## config.mk

```make
export PLATFORM = sky130hd
export DESIGN_NAME = sseg_scan4
export DESIGN_NICKNAME = d
export VERILOG_FILES = /design/src/rtl/sseg_pkg.sv /design/src/rtl/hex_to_sseg.sv /design/src/rtl/sseg_scan4.sv
export SDC_FILE = /design/constraint.sdc
export NUM_CORES = 1
export LEC_CHECK = 0
export ABC_AREA = 1
export CAP_MARGIN = 20
export CORE_MARGIN = 2
export CORE_UTILIZATION = 54
export CTS_CLUSTER_DIAMETER = 120
export DETAILED_ROUTE_END_ITERATION = 8
export DONT_BUFFER_PORTS = 1
export PLACE_DENSITY = 0.78
export SYNTH_ARGS = -nofsm -noshare
export SYNTH_HDL_FRONTEND = slang
export SYNTH_SLANG_ARGS = --single-unit
```

## constraint.sdc

```tcl
create_clock -name clk -period 3.2 [get_ports clk]
set_input_delay 0.64 -clock clk [delete_from_list [all_inputs] [get_ports clk]]
set_output_delay 0.64 -clock clk [all_outputs]
set_load 0.03 [all_outputs]
```

## src/rtl/sseg_pkg.sv

```systemverilog
// Shared definitions for the 4-digit seven-segment scanner: digit index type,
// blank pattern and the active-low {g,f,e,d,c,b,a} hex glyph table.
package sseg_pkg;

   typedef logic [1:0] digit_idx_t;

   localparam logic [6:0] SEG_BLANK = 7'b1111111;

   localparam logic [6:0] SEG_TABLE [16] = '{
      7'b1000000,  // 0
      7'b1111001,  // 1
      7'b0100100,  // 2
      7'b0110000,  // 3
      7'b0011001,  // 4
      7'b0010010,  // 5
      7'b0000010,  // 6
      7'b1111000,  // 7
      7'b0000000,  // 8
      7'b0010000,  // 9
      7'b0001000,  // A
      7'b0000011,  // b
      7'b1000110,  // C
      7'b0100001,  // d
      7'b0000110,  // E
      7'b0001110   // F
   };

endpackage

```

## src/rtl/hex_to_sseg.sv

```systemverilog
// Combinational hex nibble to active-low seven-segment glyph lookup.
module hex_to_sseg
   import sseg_pkg::*;
(
   input  logic [3:0] nibble,
   output logic [6:0] seg
);

   assign seg = SEG_TABLE[nibble];

endmodule

```

## src/rtl/sseg_scan4.sv

```systemverilog
// Four-digit multiplexed seven-segment scanner with double-buffered value/dp.
// Optional leading-zero blanking is enabled by defining SSEG_LZB_EN.
module sseg_scan4
   import sseg_pkg::*;
#(
   parameter int unsigned DIV = 100000
)
(
   input  logic        clk,
   input  logic        rst,
   input  logic [15:0] value,
   input  logic [3:0]  dp_in,
   input  logic        load,
   output logic [3:0]  an,
   output logic [6:0]  seg,
   output logic        dp,
   output logic        frame_done
);

   localparam int unsigned PW = (DIV > 1) ? $clog2(DIV) : 1;
   localparam logic [PW-1:0] PMAX = PW'(DIV - 1);

   logic [PW-1:0] presc;
   digit_idx_t    idx;
   logic [15:0]   pend_val;
   logic [3:0]    pend_dp;
   logic [15:0]   shad_val;
   logic [3:0]    shad_dp;
   logic          tick;
   logic          boundary;
   logic [3:0]    nibble;
   logic [6:0]    seg_dec;
   logic          blank;

   assign tick     = (presc == PMAX);
   assign boundary = tick && (idx == digit_idx_t'(3));

   always_ff @(posedge clk or posedge rst) begin
      if (rst) begin
         presc <= '0;
         idx   <= '0;
      end else begin
         presc <= tick ? '0 : presc + 1'b1;
         if (tick)
            idx <= idx + digit_idx_t'(1);
      end
   end

   // A load landing on the boundary cycle bypasses pending so it shows next frame.
   always_ff @(posedge clk or posedge rst) begin
      if (rst) begin
         pend_val <= '0;
         pend_dp  <= '0;
         shad_val <= '0;
         shad_dp  <= '0;
      end else begin
         if (load) begin
            pend_val <= value;
            pend_dp  <= dp_in;
         end
         if (boundary) begin
            shad_val <= load ? value : pend_val;
            shad_dp  <= load ? dp_in : pend_dp;
         end
      end
   end

   assign nibble = shad_val[{idx, 2'b00} +: 4];

   hex_to_sseg u_dec (
      .nibble (nibble),
      .seg    (seg_dec)
   );

`ifdef SSEG_LZB_EN
   // A dp request on this or any higher digit ends the run of leading zeros.
   always_comb begin
      blank = 1'b0;
      case (idx)
         2'd3:    blank = (shad_val[15:12] == 4'h0)  && (shad_dp[3:3] == 1'b0);
         2'd2:    blank = (shad_val[15:8]  == 8'h00) && (shad_dp[3:2] == 2'b00);
         2'd1:    blank = (shad_val[15:4]  == 12'h000) && (shad_dp[3:1] == 3'b000);
         default: blank = 1'b0;
      endcase
   end
`else
   assign blank = 1'b0;
`endif

   always_ff @(posedge clk or posedge rst) begin
      if (rst) begin
         an         <= 4'b1111;
         seg        <= SEG_BLANK;
         dp         <= 1'b1;
         frame_done <= 1'b0;
      end else begin
         frame_done <= boundary;
         if (blank) begin
            an  <= 4'b1111;
            seg <= SEG_BLANK;
            dp  <= 1'b1;
         end else begin
            an  <= ~(4'b0001 << idx);
            seg <= seg_dec;
            dp  <= ~shad_dp[idx];
         end
      end
   end

endmodule

```

==> After elaboration in Yosys (flattened, before gate mapping) <==
Memory sizes are Yosys's and may differ from the RTL's. A register that Yosys moved wholly into a read port is not among the register bits.
Index checks and enable logic that the tools add are counted.
{ "classes": {"addsub": 2, "magnitude_cmp": 1, "eq_ne": 2, "n_shift": 2, "n_mux": 5, "bitwise_logic": 3, "reduce_logical": 1} }
{ "op_table": {"columns": ["operator", "count"], "rows": [
  ["$add A17 B1 Y17 const B", 1],
  ["$eq A17 B17 Y1 const B", 1],
  ["$mux W17", 1],
  ["$mux W16", 1],
  ["$shiftx A16 B5 Y4", 1],
  ["$not A4 Y5", 1],
  ["$mux W4", 1],
  ["$not A4 Y4", 1],
  ["$shl A1 B2 Y4 const A", 1],
  ["$lt A2 B3 Y1 const B", 1],
  ["$add A2 B1 Y2 const B", 1],
  ["$bmux W1 S2", 1],
  ["$eq A2 B2 Y1 const B", 1],
  ["$logic_and A1 B1 Y1", 1],
  ["$mux W1", 1],
  ["$not A1 Y1", 1]
]} }
{ "totals": {"ff_bits": 65, "romBits": 112, "input_bits": 23, "output_inout_bits": 13, "word_cells": 26, "mem_count": 1} }
{ "mem_list": {"columns": ["memory", "depth", "word_bits", "read_ports", "rd_ports_with_merged_regs", "write_ports", "line", "rtl"], "rows": [
  ["(no name shown)", 16, 7, 1, 1, 0, "hex_to_sseg.sv:9", "assign seg = SEG_TABLE[nibble];"]
]} }

==> Logic depth before layout (Yosys ltp) <==
Gate-level depths: netlist of the first run.
{ "logic_depth": {"depth_word": 3, "ltp_mapped": 11} }

==> Modules after synthesis <==
From an unflattened synthesis of the first run, not the netlist that was laid out.
{ "hier_totals": {"cells_unflattened": 421, "hier_area_um2": 3582.2} }
{ "by_module_without_submodules": {"columns": ["module", "n_inst", "cells_each", "area_each_um2", "seq_area_each_um2"], "rows": [
  ["sseg_scan4", 1, 372, 3308.2, 1816.7],
  ["hex_to_sseg", 1, 49, 274.0, 0.0]
]} }

==> Least setup slack after synthesis of the first run <==
No wires, ideal clock.
{ "synth_path": {"kind": "register to register", "from": "register idx[0]", "to": "register seg[5]", "t_arrival_ps": 1430, "required_time_ps": 3120, "slack_ps": 1689, "path_stages_with_launch": 12, "path_buffers": 1, "synth_period_minus_slack_ps": 1511, "path_cell_list": "dfrtp_1 inv_1 buf_4 nand2_1 nand3_1 nand2_1 inv_1 ha_1 nand3_1 nand2_1 nand2_1 o21ai_1"} }
{ "synth_via": {"elab_chain_len": 2} }
{ "synth_lines": {"columns": ["element", "line", "rtl"], "rows": [
  ["start: declaration", "sseg_scan4.sv:24", "digit_idx_t idx;"],
  ["start signal: assignment", "sseg_scan4.sv:45", "idx <= idx + digit_idx_t'(1);"],
  ["$shiftx A16 B5 Y4", "sseg_scan4.sv:68", "assign nibble = shad_val[{idx, 2'b00} +: 4];"],
  ["$not A4 Y5 (implied by the code)", "hex_to_sseg.sv:9", null],
  ["end: declaration", "sseg_scan4.sv:15", "output logic [6:0] seg,"]
]} }
Every way passes these cells.
A chain may end at the register's enable or synchronous reset.

==> Worst setup path in the final report of the first run <==
Ends and elaborated chain as after synthesis.

==> summary.md, run 1 <==
| Metric | Value |
|---|---|
| Status | finished, final reports clean |
| Final #Nets | 455 |
| CP arrival | 2.22 ns |
| Crit Path Class | flip-flop to flip-flop |
| Die boundary width | 84.53 um |
| DRT iter0 DRCs | 158 |
| Top_reg_cell synth | dfrtp_1 |
| Post-CTS Setup Inserts | 0 |
| Wire length per cell | 13.45 um |
| Worst hold path type | input pin to async pin |
| Cell accounting for the most synthesized area | dfrtp_1 |
| ANT cells | 0 |
| Final Non-Filler Cells | 503 |
| RSZ-0062 raised after global routing | no |
| Cell Chain, Critical Path | inv_1 -> nand2_1 -> nand3_1 -> nand2_1 -> inv_1 -> ha_1 -> nand3_1 -> nand2_1 -> nand2_1 -> o21ai_1 |
| Top cells by count, synth | nand2_1 (145), dfrtp_1 (60), inv_1 (56) |
| Post-DP HPWL | 4716 um |
| Placed cells | 487 |
| Slew Limit Fails | 0 |
| Via/cell ratio | 5.159 |
| Starting Density | 0.5547 |
| Startpoint types | flip-flop |
| Root Buffer | clkbuf_8 |
| Final setup vio count | 0 |
| Hold violation count in the final report | 0 |
| Synth Register Bits | 72 |
| Worst-path clk slew | 0.07 ns |
| Area contributors post-synth | dfrtp_1 (43%), nand2_1 (16%), dfstp_2 (9.0%) |
| Initial antenna violation count | 0 |
| Synth Cell Area | 3502 um2 |
| Layout area overhead | 8.217% |
| FFs w/ async S/R, synth | 1.000 |
| CP max stage cell | dfrtp_1 |
| Top-count cell post-synth | nand2_1 |
| PD cells | 512.8 nW/um2 |
| Slew HR | 0.5508 |
| Final wirelength | 6766 um |
| Post-Syn Nets | 455 |
| Max incr delay on CP | 0.58 ns |
| Max cap viols | 0 |
| Final core occ | 0.6003 |
| Grt ovf | 0 |
| Top Ports | 36 |
| Synth cell types | 28 |
| GRT Util Overall | 0.2085 |
| Largest net degree at the start of global routing | 41 |
| CP bufs+invs | 2 |
| Standard-cell rows | 29 |
| Post-route minimum period | 1.952 ns |
| Syn avg cell area | 8.319 um2 |
| Clk sinks | 72 |
| Syn Inst Count | 421 |
| Share of layout cells above drive strength 1 | 0.1033 |
| TritonCTS buffer count | 9 |
| DIE AREA | 7145 um2 |
| Setup ws final | 1.248 ns |
| Clk_lat worst skew | 0.34 ns |
| Max FO, Critical Path | 14 |
| Die Ht | 84.53 um |
| Slew @ Worst Pin | 0.6728 ns |
| # H-tree levels | 3 |
| Global-route wire length before repair | 11790 um |
| TritonCTS clock tree | yes |
| Critical path required time | 3.47 ns |
| Max Clock Freq | 512.2 MHz |
| CTS Buffer Depth | 2 |
| Hold WS | 0.2767 ns |
| Fin Clk Skew | 0.004094 ns |
| Critical path's top delay family | simple AND/OR/NAND/NOR gates |
| Via count | 2595 |
| RePlAce Congestion | 0.9007 |
| Peak VDD IR | 402.8 uV |
| Worst path most repeated cell | nand2_1 |
| Final Cycle Share | 0.6101 |
| Sequential share of the synthesized area | 0.5188 |
| Yosys warning count | 0 |
| CP Capture Type | flip-flop |
| DRT antenna net count | 0 |
| Post-synth EDFFs | 0 |
| Synth top area share | 0.4287 |
| DR pass1 iterations | 4 |
| Post-cts sizing count | 0 |
| Core Footprint | 6314 um2 |
| Fillers | 550 |
| Port-buffer cells | 0 |
| Vias in the first global route | 2546 |
| Setup Slack @ Placement | 1.246 ns |
| Cts hold-fix bufs | 0 |
| Pleak | 1.964 nW |
| Final setup TNS | 0 ns |
| DRC Markers | 0 |
[metal layers]
layer,up-vias,wire (um),global-route usage
met2,71,3039,0.3071
met4,0,113,0.09235
met5,-,0,0
li1,1313,-,-
met1,1201,3328,0.2944
met3,10,284,0.05211
[state kept, by name, summed over array words and instances (netlist names)]
name,cells
presc,17
frame_done,1
an,4
pend_dp,4
shad_dp,4
idx,2
seg,7
pend_val,16
dp,1
shad_val,16
[cells in the final DEF (no fill, tap or decap)]
cell        instances
bufinv_16           4
clkbuf_1            1
nor2_1             26
clkbuf_8           10
xor2_1              7
clkinv_2            1
nor2_4              1
inv_2               4
nand2_2             4
buf_4               3
nand2_4             1
ha_1               11
nand3_1            25
a32o_1              1
dfstp_2            12
nand4_1            23
o21ai_0            23
nand3_2             1
a21oi_1             2
nor2_8              1
o21ai_1             1
dfrtp_1            60
nand4_4             1
clkinvlp_4          1
nor3_1              2
nand2_1           145
inv_1              55
[worst paths after layout]
path | startpoint | cells past startpoint | endpoint | slack (ns)
max | idx[0] | 10 | seg[5] | 1.25
min | rst | 1 | presc[2] | 0.28
max reg2reg | idx[0] | 10 | seg[5] | 1.25
min reg2reg | presc[0] | 1 | presc[0] | 0.46
max in group asynchronous | rst | 2 | an[3] | 2.16
min in group clk | load | 1 | pend_val[5] | 0.44
[power by group]
group          internal, mW  leakage, nW  switching (mW)
registers             0.933        0.808         0.00639
logic                0.0123         1.03          0.0369
clock network         0.619        0.130           0.337
[metrics by stage]
stage | power, mW | cell area, um2
final | 1.943 | 3790
after global routing | 2.018 | 3790
after CTS | 1.964 | 3790
after detailed placement | 1.007 | 3521
after global placement | 1.004 | 3521
after floorplan | 0.9953 | 3502
[worst reg2reg max path: stages (launching register included)]
cell and delay [ns]:
dfrtp_1 0.58, inv_1 0.29, nand2_1 0.12, nand3_1 0.07, nand2_1 0.19, inv_1 0.12, ha_1 0.23, nand3_1 0.12
nand2_1 0.07, nand2_1 0.05, o21ai_1 0.06
[cells by family after synthesis]
family	synth area share
AOI/OAI and AO/OA	0.04001
adders and majority gates	0.03930
buffers and inverters	0.09324
and+or+nand+nor	0.2912
xor gates and xnor gates	0.01751
DFF	0.5188
[layout make-up]
cell class	instances	area, um2	share of cell area
flip-flops and latches	72	1817	0.4794
multi-input cells	275	1359	0.3585
inverters	60	226.5	0.05976
clock buffers	11	141.4	0.03731
clock inverters	5	127.6	0.03367
well taps	77	96.34	0.02542
repair buffers	3	22.52	0.005943
No activity file was read; power rests on OpenSTA's default activity.
==> inputs of run 2 (changes only) <==
--- a/config.mk
+++ b/config.mk
@@ -12,7 +12,7 @@
 export CTS_CLUSTER_DIAMETER = 120
 export DETAILED_ROUTE_END_ITERATION = 8
 export DONT_BUFFER_PORTS = 1
-export PLACE_DENSITY = 0.78
+export PLACE_DENSITY = 0.81
 export SYNTH_ARGS = -nofsm -noshare
 export SYNTH_HDL_FRONTEND = slang
 export SYNTH_SLANG_ARGS = --single-unit
==> constraint.sdc (replaced) <==
create_clock -name clk -period 1.6 [get_ports clk]
set_input_delay 0.32 -clock clk [delete_from_list [all_inputs] [get_ports clk]]
set_output_delay 0.32 -clock clk [all_outputs]
set_load 0.03 [all_outputs]
==> run 2 against run 1 <==
Maximum frequency grew 25%. Sequential power grew 100%. Clock-buffer cell count grew 2. First-iteration DRC count shrank 2.5%. Combinational power grew 110%. Routed wire length grew 0.74%. Design area grew 2.2%.
==> summary.md, run 2 (synthesis results as in run 1) <==
| Metric | Value |
|---|---|
| CP bufs+invs | 2 (unchanged) |
| Root Buffer | clkbuf_8 |
| Slew HR | 0.7449 (+0.1941) |
| PD cells | 822.9 nW/um2 (+60%) |
| CP max stage cell | dfrtp_1 |
| CP arrival | 1.85 ns (-0.37 ns) |
| Via count | 2694 (+3.8%) |
| Max FO, Critical Path | 21 (+7) |
| DIE AREA | 7145 um2 (unchanged) |
| Grt ovf | 0 (unchanged) |
| Starting Density | 0.5547 (unchanged) |
| Critical path's top delay family | buffers and inverters |
| Pleak | 2.013 nW (+2.5%) |
| RePlAce Congestion | 0.9155 (+1.6%) |
| Reg-to-reg critical path startpoint | idx[1] |
| ANT cells | 0 (unchanged) |
| Via/cell ratio | 5.231 (+1.4%) |
| Cell Chain, Critical Path | buf_4 -> ha_1 -> buf_4 -> nand4_1 -> nand2_1 |
| Slew Limit Fails | 0 (unchanged) |
| Register Area | 1817 um2 (unchanged) |
| Fin Clk Skew | 0.01257 ns (+0.008474 ns) |
| Port-buffer cells | 0 (unchanged) |
| # H-tree levels | 3 (unchanged) |
| Final setup vio count | 0 (unchanged) |
| Status | finished, final reports clean |
| Worst hold start | load |
| Area occupied by multi-input gates | 1429 um2 (+5.2%) |
| Die Ht | 84.53 um (unchanged) |
| Slew @ Worst Pin | 0.3822 ns (-0.2905 ns) |
| Worst path most repeated cell | buf_4 |
| Core Footprint | 6314 um2 (unchanged) |
| GRT Util Overall | 0.2061 (-0.002393) |
| Initial antenna violation count | 0 (unchanged) |
| Hold violation count in the final report | 0 (unchanged) |
| Post-DP HPWL | 4620 um (-2.1%) |
| RSZ-0062 raised after global routing | yes |
| Wire length per cell | 13.23 um (-1.6%) |
| Max incr delay on CP | 0.44 ns (-0.14 ns) |
| Placed cells | 494 (+1.4%) |
| DRC Markers | 0 (unchanged) |
| Worst-path clk slew | 0.07 ns (about the same) |
| Fillers | 542 (-1.5%) |
| Standard-cell rows | 29 (unchanged) |
| Clk sinks | 72 (unchanged) |
| TritonCTS clock tree | yes |
| Final core occ | 0.6136 (+0.01328) |
| Regs by FF count | presc: 17 flops, pend_val: 16 flops, shad_val: 16 flops |
| Max Clock Freq | 640.8 MHz (+25%) |
| Worst setup startpoint | idx[1] |
| Most frequent cells in the layout | nand2_1 (142), dfrtp_1 (60), inv_1 (51) |
| Clk_lat worst skew | 0.35 ns (about the same) |
| Post-route minimum period | 1.561 ns (-0.3919 ns) |
| Global-route wire length before repair | 11740 um (-0.36%) |
| Max FFs per register | 17 (unchanged) |
| Die boundary width | 84.53 um (unchanged) |
| Top Ports | 36 (unchanged) |
| Worst hold path type | input pin to flip-flop |
| Peak VDD IR | 580.4 uV (+44%) |
| Largest net degree at the start of global routing | 73 (+78%) |
| Layout area overhead | 10.61% |
| Final #Nets | 468 (+2.9%) |
| Final Non-Filler Cells | 515 (+2.4%) |
| CTS Buffer Depth | 2 (unchanged) |
| DRT iter0 DRCs | 154 (-2.5%) |
| Largest Register | presc |
| Final wirelength | 6816 um (+0.74%) |
| Crit Path Class | flip-flop to flip-flop |
| CP Capture Type | flip-flop |
| Final Cycle Share | 0.9753 (+0.3652) |
| Max cap viols | 0 (unchanged) |
| Vias in the first global route | 2586 (+1.6%) |
| DR pass1 iterations | 4 (unchanged) |
| Critical path required time | 1.89 ns (-1.58 ns) |
| DRT antenna net count | 0 (unchanged) |
| Most common cell after layout, fill and taps aside | nand2_1 |
| Startpoint types | flip-flop |
| TritonCTS buffer count | 9 (unchanged) |
| Share of layout cells above drive strength 1 | 0.1461 (+0.04283) |
==> run 2: cell types whose count changed in the layout (fill, tap and decap cells not counted), moves of 3 or more <==
cell / change
clkbuf_1: +3
nand2_1: -3
inv_2: +3
nand3_2: +3
buf_4: +7
nand3_1: -3
inv_1: -4
bufinv_16: -4
nand2_2: +3
buf_12: +3
==> run 2: per-layer routing <==
layer | GRT usage | wire (um)
met5 | 0 | 0
met4 | 0.07648 | 132
met3 | 0.05408 | 367
met2 | 0.3193 | 3253
met1 | 0.2814 | 3061
==> run 2: area by class of cell <==
type / instances / share of cell area
clock buffers: 13 / 0.03585
multi-input cells: 277 / 0.3689
well taps: 77 / 0.02487
flip-flops and latches: 72 / 0.4690
repair buffers: 14 / 0.03747
inverters: 60 / 0.05943
clock inverters: 2 / 0.004522
==> run 2: timing repair <==
| item | 4_1_cts | 5_1_grt |
|---|---|---|
| hold endpoints to repair | 60 | 0 |
| pin swaps | 0 | 3 |
| endpoints found under the setup margin | 2 | 29 |
| cloned | 0 | 2 |
| setup buffers | 0 | 3 |
| resized for setup | 3 | 11 |
| hold buffers | 1 | 0 |
==> run 2: metrics by stage <==
step | power, mW | TNS (ns) | area, um2 | hold WS [ns] | setup slack [ns]
after floorplan | 1.991 | 0 | 3506 | 0.4296 | 0.08940
after global placement | 2.009 | 0 | 3615 | 0.3232 | 0.08833
after detailed placement | 2.013 | 0 | 3615 | 0.3168 | 0.003594
after CTS | 3.230 | 0 | 3786 | 0.09980 | 0.01690
after global routing | 3.311 | -0.3757 | 3874 | 0.1096 | -0.05487
final | 3.188 | 0 | 3874 | 0.1158 | 0.03948
==> run 2: report_power, final <==
part           internal [mW]  switching [mW]
registers               1.87          0.0113
clock network          0.562           0.647
logic                 0.0285          0.0730
==> run 2: path summary, 6_finish.rpt <==
kind | to | cells after the start | slack [ns]
worst max-delay path | shad_val[13] | 5 | 0.04
worst min-delay path | pend_val[4] | 1 | 0.12
worst max register to register | shad_val[13] | 5 | 0.04
worst min register to register | presc[0] | 1 | 0.47
max in group asynchronous | an[3] | 3 | 0.72
min in group asynchronous | presc[12] | 3 | 0.53
==> run 2: worst reg2reg max path, delay by kind of cell, from the launching register on <==
kind,cells,cell delay [ns]
buffers and inverters,2,0.48
DFF,1,0.44
adders and majority gates,1,0.35
and+or+nand+nor,2,0.24
==> inputs of run 3 (changes only) <==
--- a/config.mk
+++ b/config.mk
@@ -8,11 +8,11 @@
 export ABC_AREA = 1
 export CAP_MARGIN = 20
 export CORE_MARGIN = 2
-export CORE_UTILIZATION = 54
+export CORE_UTILIZATION = 51
 export CTS_CLUSTER_DIAMETER = 120
 export DETAILED_ROUTE_END_ITERATION = 8
-export DONT_BUFFER_PORTS = 1
-export PLACE_DENSITY = 0.81
+export PLACE_DENSITY = 0.85
 export SYNTH_ARGS = -nofsm -noshare
 export SYNTH_HDL_FRONTEND = slang
+export SYNTH_HIERARCHICAL = 1
 export SYNTH_SLANG_ARGS = --single-unit
==> run 3 against run 2 <==
Clock-buffer cell count stayed put. Synthesized area is 2.3% higher. Combinational power is 75% higher. Critical endpoint is now seg[3]. Clock skew is 0.0016 ns lower. Non-clock buffer count is 44 higher. Highest routed layer unchanged. Sequential power hardly changed. Clock power is 30% higher. Die area is 7.9% higher. Via count is 7.5% higher. Synthesized cell count stayed put. Sequential share of layout area is 6.1 points lower. Worst hold slack better by 0.18 ns.
==> summary.md, run 3 <==
| Metric | Value |
|---|---|
| Startpoint types | flip-flop |
| Largest Register | presc |
| Standard-cell rows | 30 (+3.4%) |
| Hold violation count in the final report | 0 (unchanged) |
| Final setup vio count | 0 (unchanged) |
| CTS Buffer Depth | 2 (unchanged) |
| Peak VDD IR | 535.3 uV (-7.8%) |
| Port-buffer cells | 35 (+35) |
| Synth Register Bits | 72 (unchanged) |
| Clk sinks | 72 (unchanged) |
| Final wirelength | 7706 um (+13%) |
| Most common cell after layout, fill and taps aside | nand2_1 |
| ANT cells | 0 (unchanged) |
| Clk_lat worst skew | 0.35 ns (about the same) |
| Clk network pwr share | 0.433 (+0.054) |
| CP Capture Type | flip-flop |
| RePlAce Congestion | 0.9478 (+3.5%) |
| Cts hold-fix bufs | 0 (-1) |
| Worst-path clk slew | 0.08 ns (about the same) |
| FFs w/ async S/R, synth | 1.000 (unchanged) |
| Crit Path Class | flip-flop to flip-flop |
| DR pass1 iterations | 4 (unchanged) |
| Syn Inst Count | 421 (unchanged) |
| Switching power | 758.3 uW (+3.7%) |
| Setup ws final | 0.03780 ns (-0.001684 ns) |
| Die Ht | 87.81 um (+3.9%) |
| PD cells | 812.8 nW/um2 (-1.2%) |
| Via count | 2897 (+7.5%) |
| Max FO, Critical Path | 11 (-48%) |
| Post-DP HPWL | 5265 um (+14%) |
| Initial antenna violation count | 0 (unchanged) |
| # H-tree levels | 3 (unchanged) |
| Cell accounting for the most synthesized area | dfrtp_1 |
| Share of layout cells above drive strength 1 | 0.1858 (+0.03969) |
| Synth cell types | 31 (+11%) |
| Final Non-Filler Cells | 575 (+12%) |
| Fin Clk Skew | 0.01095 ns (-0.001619 ns) |
| Max cap viols | 0 (unchanged) |
| Wire length per cell | 13.40 um (+1.3%) |
| Top cells by count, synth | nand2_1 (119), dfrtp_1 (60), inv_1 (53) |
| Area contributors post-synth | dfrtp_1 (42%), nand2_1 (12%), dfstp_2 (8.8%) |
| Final setup TNS | 0 ns (unchanged) |
| Slew @ Worst Pin | 0.3450 ns (-0.03721 ns) |
| Most frequent cells in the layout | nand2_1 (118), dfrtp_1 (58), inv_1 (46) |
| Top-count cell post-synth | nand2_1 |
| Largest net degree at the start of global routing | 41 (-44%) |
| Pleak | 2.259 nW (+12%) |
| Regs by FF count | presc: 17 flops, pend_val: 16 flops, shad_val: 16 flops |
| Post-Syn Nets | 456 (+0.22%) |
| Die boundary width | 87.81 um (+3.9%) |
| R2r setup slk | 0.04 ns (about the same) |
| Status | finished, final reports clean |
| Top_reg_cell synth | dfrtp_1 |
| DIE AREA | 7711 um2 (+7.9%) |
| Logic pwr share | 0.049 (+0.017) |
| Final core occ | 0.6567 (+0.04317) |
| Global-route wire length before repair | 12930 um (+10%) |
| RSZ-0062 raised after global routing | yes |
| TritonCTS buffer count | 9 (unchanged) |
| DRT iter0 DRCs | 179 (+16%) |
| Layout area overhead | 24.55% |
| CP arrival | 1.84 ns (about the same) |
| Critical path required time | 1.87 ns (-0.02 ns) |
| GRT Util Overall | 0.2184 (+0.01231) |
| Syn avg cell area | 8.509 um2 (+2.3%) |
| Seq pwr share | 0.518 (-0.071) |
| Post-route minimum period | 1.562 ns (+0.001684 ns) |
| Synth Cell Area | 3582 um2 (+2.3%) |
| Sequential share of the synthesized area | 0.5072 (-0.01160) |
| Synth top area share | 0.4191 (-0.009584) |
| DRC Markers | 0 (unchanged) |
| TritonCTS clock tree | yes |
| Pint | 2.868 mW (+17%) |
| Via/cell ratio | 5.038 (-3.7%) |
| DRT antenna net count | 0 (unchanged) |
| Grt ovf | 0 (unchanged) |
| Slew Limit Fails | 0 (unchanged) |
| Sw frac | 0.2091 (-0.02034) |
| Max Clock Freq | 640.1 MHz (-0.11%) |
| Vias in the first global route | 2885 (+12%) |
| Final #Nets | 509 (+8.8%) |
| Setup Slack @ Placement | -0.06697 ns (-0.07056 ns) |
| Root Buffer | clkbuf_8 |
| Worst hold path type | input pin to async pin |
| Placed cells | 554 (+12%) |
| Core Footprint | 6794 um2 (+7.6%) |
| Top Ports | 36 (unchanged) |
| Max FFs per register | 17 (unchanged) |
| Yosys warning count | 6 (+6) |
| Slew HR | 0.7695 (+0.02460) |
| Post-synth EDFFs | 0 (unchanged) |
| Starting Density | 0.5273 (-0.02744) |
| Final Cycle Share | 0.9764 (+0.001052) |
[run 3: changes by cell type after synthesis, moves of 3 or more]
cell     delta
nor2_2      +3
nor2_1     +10
nand3_1     -7
buf_2       +5
inv_2       +3
o21ai_0     +6
o22ai_1     +4
inv_1       -3
nand2_1    -26
[run 3: final cells by class]
type | instances | area [um2]
fillers | 564 | 2332
flip-flops and latches | 72 | 1819
multi-input cells | 271 | 1490
repair buffers | 58 | 570.5
inverters | 62 | 247.7
clock buffers | 13 | 148.9
well taps | 96 | 120.1
clock inverters | 3 | 65.06
[run 3: path summary, 6_finish.rpt]
check,startpoint,to,depth (start not counted)
max in group asynchronous,rst,idx[0],3
min,rst,presc[1],2
min reg2reg,presc[0],presc[0],1
min in group clk,presc[0],presc[0],1
max,idx[0],seg[3],9
max reg2reg,idx[0],seg[3],9
[run 3: layer usage]
metal | routed length, um | track usage | vias to the layer above
li1 | - | - | 1426
met1 | 3232 | 0.2643 | 1372
met2 | 3902 | 0.3767 | 78
met3 | 315 | 0.04807 | 21
met4 | 255 | 0.09231 | 0
met5 | 0 | 0 | -
[run 3: power by group through the flow]
| stage | sequential (mW) | clock, mW | combinational [mW] |
|---|---|---|---|
| finish | 1.88 | 1.57 | 0.177 |
| global route | 1.88 | 1.68 | 0.205 |
| CTS | 1.88 | 1.59 | 0.182 |
| detailed placement | 1.91 | 0 | 0.181 |
| global placement | 1.91 | 0 | 0.174 |
| floorplan | 1.91 | 0 | 0.0842 |
[run 3: cells by family after synthesis]
logic type / count (synthesis) / synth area share
DFF: 72 / 0.5072
and+or+nand+nor: 210 / 0.2696
AOI/OAI and AO/OA: 39 / 0.05833
xor gates and xnor gates: 9 / 0.02201
buffers and inverters: 79 / 0.1009
adders and majority gates: 12 / 0.04191
[run 3: critical path, stage by stage, from the launching register on]
cell and delay (ns):
dfrtp_2 0.46, buf_8 0.16, o21ai_4 0.16, o22ai_4 0.10
buf_4 0.15, ha_1 0.20, nand2_2 0.08, nand2_1 0.07
nand2_1 0.07, nand2_1 0.05
[run 3: what timing repair did]
action / 4_1_cts / 5_1_grt
pin swaps: 1 / 5
cloned: 0 / 1
resized for setup: 15 / 33
buffers inserted: 2 / 2
hold endpoints to repair: 0 / 0
endpoints found under the setup margin: 20 / 32
[run 3: metrics by stage]
| step | hold slack, ns | cell area [um2] | power [mW] |
|---|---|---|---|
| floorplan | 0.4295 | 3600 | 1.992 |
| global placement | 0.4412 | 4136 | 2.084 |
| detailed placement | 0.4639 | 4136 | 2.093 |
| CTS | 0.2998 | 4349 | 3.649 |
| global route | 0.3129 | 4462 | 3.762 |
| finish | 0.2969 | 4462 | 3.626 |
